$ cat src/rtl/t_inst_pipe.sv
// Elastic inversion pipeline with a stall-on-backpressure shift chain, a
// zero-latency combinational twin path, a rotating XOR trace signature and an output transfer counter.
module t_inst_pipe #(
   parameter int WIDTH   = 8,
   parameter int DEPTH   = 2,
   parameter int INVERT  = 1,
   parameter int TRACE_W = 128
) (
   input  logic               clk,
   input  logic               rst_n,
   input  logic               i_valid,
   output logic               i_ready,
   input  logic [WIDTH-1:0]   i_seq,
   output logic               o_valid,
   input  logic               o_ready,
   output logic [WIDTH-1:0]   o_seq_dNr,
   input  logic [WIDTH-1:0]   i_com,
   output logic [WIDTH-1:0]   o_com,
   input  logic               trace_en,
   input  logic [TRACE_W-1:0] wide_for_trace,
   input  logic [TRACE_W-1:0] wide_for_trace_2,
   output logic [TRACE_W-1:0] trace_sig,
   output logic [15:0]        xfer_cnt
);

   logic [WIDTH-1:0] stage_data [DEPTH];
   logic             stage_vld  [DEPTH];
   logic             stall;
   logic [WIDTH-1:0] seq_xform;

   assign o_com     = (INVERT != 0) ? ~i_com : i_com;
   assign seq_xform = (INVERT != 0) ? ~i_seq : i_seq;

   assign o_valid   = stage_vld[DEPTH-1];
   assign o_seq_dNr = stage_data[DEPTH-1];
   assign stall     = o_valid & ~o_ready;
   assign i_ready   = ~stall;

   // Stage-0 data only loads on a real transfer so the output word stays at
   // the last accepted value instead of tracking idle input noise.
   always_ff @(posedge clk) begin
      if (!rst_n) begin
         for (int i = 0; i < DEPTH; i++) begin
            stage_data[i] <= '0;
            stage_vld[i]  <= 1'b0;
         end
      end else if (!stall) begin
         stage_vld[0] <= i_valid;
         if (i_valid)
            stage_data[0] <= seq_xform;
         for (int i = 1; i < DEPTH; i++) begin
            stage_data[i] <= stage_data[i-1];
            stage_vld[i]  <= stage_vld[i-1];
         end
      end
   end

   always_ff @(posedge clk) begin
      if (!rst_n)
         trace_sig <= '0;
      else if (trace_en)
         trace_sig <= {trace_sig[TRACE_W-2:0], trace_sig[TRACE_W-1]}
                      ^ wide_for_trace ^ wide_for_trace_2;
   end

   always_ff @(posedge clk) begin
      if (!rst_n)
         xfer_cnt <= '0;
      else if (o_valid && o_ready)
         xfer_cnt <= xfer_cnt + 16'd1;
   end

endmodule

$ cat config.mk
export PLATFORM = sky130hd
export DESIGN_NAME = t_inst_pipe
export DESIGN_NICKNAME = d
export VERILOG_FILES = /design/src/rtl/t_inst_pipe.sv
export SDC_FILE = /design/constraint.sdc
export NUM_CORES = 1
export LEC_CHECK = 0
export BUFFER_PORTS_ARGS = -buffer_cell sky130_fd_sc_hd__clkbuf_2
export CAP_MARGIN = 40
export CORE_AREA = 3 3 170 172
export DETAILED_ROUTE_END_ITERATION = 16
export DIE_AREA = 0 0 173 175
export SLEW_MARGIN = 30
export SYNTH_ARGS = -nofsm -noshare
export SYNTH_HDL_FRONTEND = slang
export SYNTH_SLANG_ARGS = --single-unit
export TNS_END_PERCENT = 100
$ cat constraint.sdc
create_clock -name clk -period 2.4 [get_ports clk]
set_input_delay 0.6 -clock clk [delete_from_list [all_inputs] [get_ports clk]]
set_output_delay 0.6 -clock clk [all_outputs]
set_load 0.01 [all_outputs]
==> impl_metrics.toml <==
[timing]
report.final.hold_viol_count = 0
setup_viol = 0
fmax_ghz = 0.494
finClkSkew_ns = 0.0145
period_needed_ns = 2.02
rsz0062_at_grt = "no"
fin_crit_sh_pct = 84.3
finalMaxSlewViolations = 0
max-slew-margin-rel_pct = 68.0
worst_slew_pin_slew_ns = 0.478
setup-tns-final_ns = 0

[grt]
grt_start_max_net_pins = 96
overflow = 0
grt_pass1_vias = 6875
antenna_found_initial = 0
grt_usage_pct = 14.9
grt_pass1_wl_um = 36200

[synthesis]
ys.flop_type = "dfxtp_1"
synthArstFlopShare_pct = 0
syn_area_per_cell_um2 = 10.5
ys_warn_count = 0
ys_seq_area_share_pct = 40.2
synth-seq-cells = 162
syn_inst = 808
synth_cell_types = 34
synth_nets = 1086
syn-cell-area_um2 = 8520
synth_edf_count = 18

[cells_and_area]
syn_to_final_growth_pct = 37.8
finish.utilization_pct = 42.5
final_common_cell = "clkbuf_2"
final_net_count = 1513
drive_gt1_share_pct = 38.8
layout_common_cells = "clkbuf_2, xnor2_1, dfxtp_1, mux2i_1, nor2b_1"
antennaDiodeCount = 0

[floorplanning]
fp.dieH_um = 175
design.die.area_um2 = 30300
ios = 439
die_w_um = 173
initial_core_util_pct = 30.8
rows = 61
core_um2 = 27600

[cts]
cts_buffers = 17
cts_tree = "built"
root_buffer = "clkbuf_16"
clk_pin_slew_ns = 0.08
htree_levels = 4
clock-sinks = 162
cts-resized-gates = 0
cts_buffer_depth = 2
cts_hold_buf = 0
clk_latency_ns = 0.42
post_cts_buffers = 0

[routing]
drt_iter0_markers = 178
antenna_left = 0
wirelength_um = 23200
num_vias = 6765
viasPerCell = 4.16
dr.pass1.iters = 4
post_drt_wl_per_cell_um = 14.3
drc = 0

[placed_design]
gp_congestion = 0.851
portBuffers = 438
dp_hpwl_um = 18600

[worst_setup_path]
crit_slowest_cell = "edfxtp_1"
crit_chain = "nand2b_1, clkbuf_2"
path_class = "register to output pin"
ff2ff_path_depth = 4
cp-startpoint = "stage_vld[0][1]$_SDFFCE_PN0P_"
crit_path_end_kind = "output pin"
reg2reg_from = "xfer_cnt[2]$_SDFFE_PN0P_"
critPathLaunchType = "register"
cp.arrival_ns = 1.42
cp.required_ns = 1.80
critPathMaxFanout = 9
cpPeakStageDelay_ns = 0.52

[worst_hold_path]
hp-start = "i_seq[5]"
hp-class = "primary input to register"
min_path_cells = 2

[power_and_ir_drop]
vdd_ir_drop_max_mv = 0.398
leakage_uw = 0.00537
powerDensity_nw_per_um2 = 683

[outcome]
run_status = "complete, no violations"

[flow_run]
max_cap_viol_count = 0
report_power, final:
group          internal [µW]  switching, µW  leakage, µW
Sequential              3010            260      0.00139
Combinational           1040            866      0.00367
Clock                   1590           1250     0.000305
synthesized netlist by cell type, types with 2 or more instances:
cell      count  share of area (%)
a21boi_1      3               0.26
and2_1       11               0.81
and3_1       10               0.73
buf_2        13               0.76
buf_4         8               0.70
clkbuf_1     19               0.84
dfxtp_1     144                 34
edfxtp_1     18                6.3
inv_1        11               0.48
mux2i_1     128                 15
nand2_1       9               0.40
nand3_1       3               0.18
nand4_1       4               0.29
nor2_1        8               0.35
nor2b_1     128                9.4
nor3_1        3               0.18
nor4_1        5               0.37
o21ai_0       2               0.12
xnor2_1     262                 27
xor2_1        5               0.51
per-stage QoR:
stage                     std cells  hold WS (ns)  worst slack (ns)  total power, µW  area [µm²]
after floorplan                 808         0.507             0.706             4490        8520
after global placement         1594         0.479             0.538             5260       11100
after detailed placement       1594         0.492             0.534             5280       11100
after CTS                      1626         0.431             0.350             8180       11700
after global routing           1626         0.429             0.285             8480       11700
final                          1626         0.454             0.377             8020       11700
cells by family (layout without fill, tap and decap cells):
group	after synthesis	after routing	synth area share [%]
XOR/XNOR	267	267	27.4
AND/OR/NAND/NOR	190	190	13.7
flip-flops	162	162	40.2
multiplexers	128	128	15.0
buffers and inverters	51	491	2.79
AO/OA/AOI/OAI	9	9	0.749
adder cells (fa/ha/maj)	1	1	0.147
worst paths after layout:
path | end | slack (ns)
setup / recovery | i_ready | 0.38
hold / removal | stage_data[0][5]$_SDFFCE_PN0P_ | 0.45
setup reg to reg | xfer_cnt[12]$_SDFFE_PN0P_ | 0.70
hold reg to reg | xfer_cnt[12]$_SDFFE_PN0P_ | 0.50
state kept, by name, summed over array words and instances (netlist names):
register	cells
xfer_cnt	16
trace_sig	128
stage_data	16
stage_vld	2
worst max-delay path, delay by kind of cell, from the launching register on:
kind	cells	cell delay, ns
DFF	1	0.52
and+or+nand+nor	1	0.29
buffers and inverters	1	0.19
cell type report:
cell class	count	area (µm²)
clock buffers	17	425
multi-input cells	595	4860
well taps	378	473
clock inverters	15	190
fillers	2763	15900
repair buffers	448	2330
flip-flops and latches	162	3420
inverters	11	41.3
per-layer routing:
layer | part of all wire [%] | global-route usage [%]
met1 | 41 | 17.4
met2 | 51 | 26.6
met3 | 6.3 | 3.95
met4 | 2.0 | 4.56
met5 | 0 | 0
No activity file was read; power rests on OpenSTA's default activity.
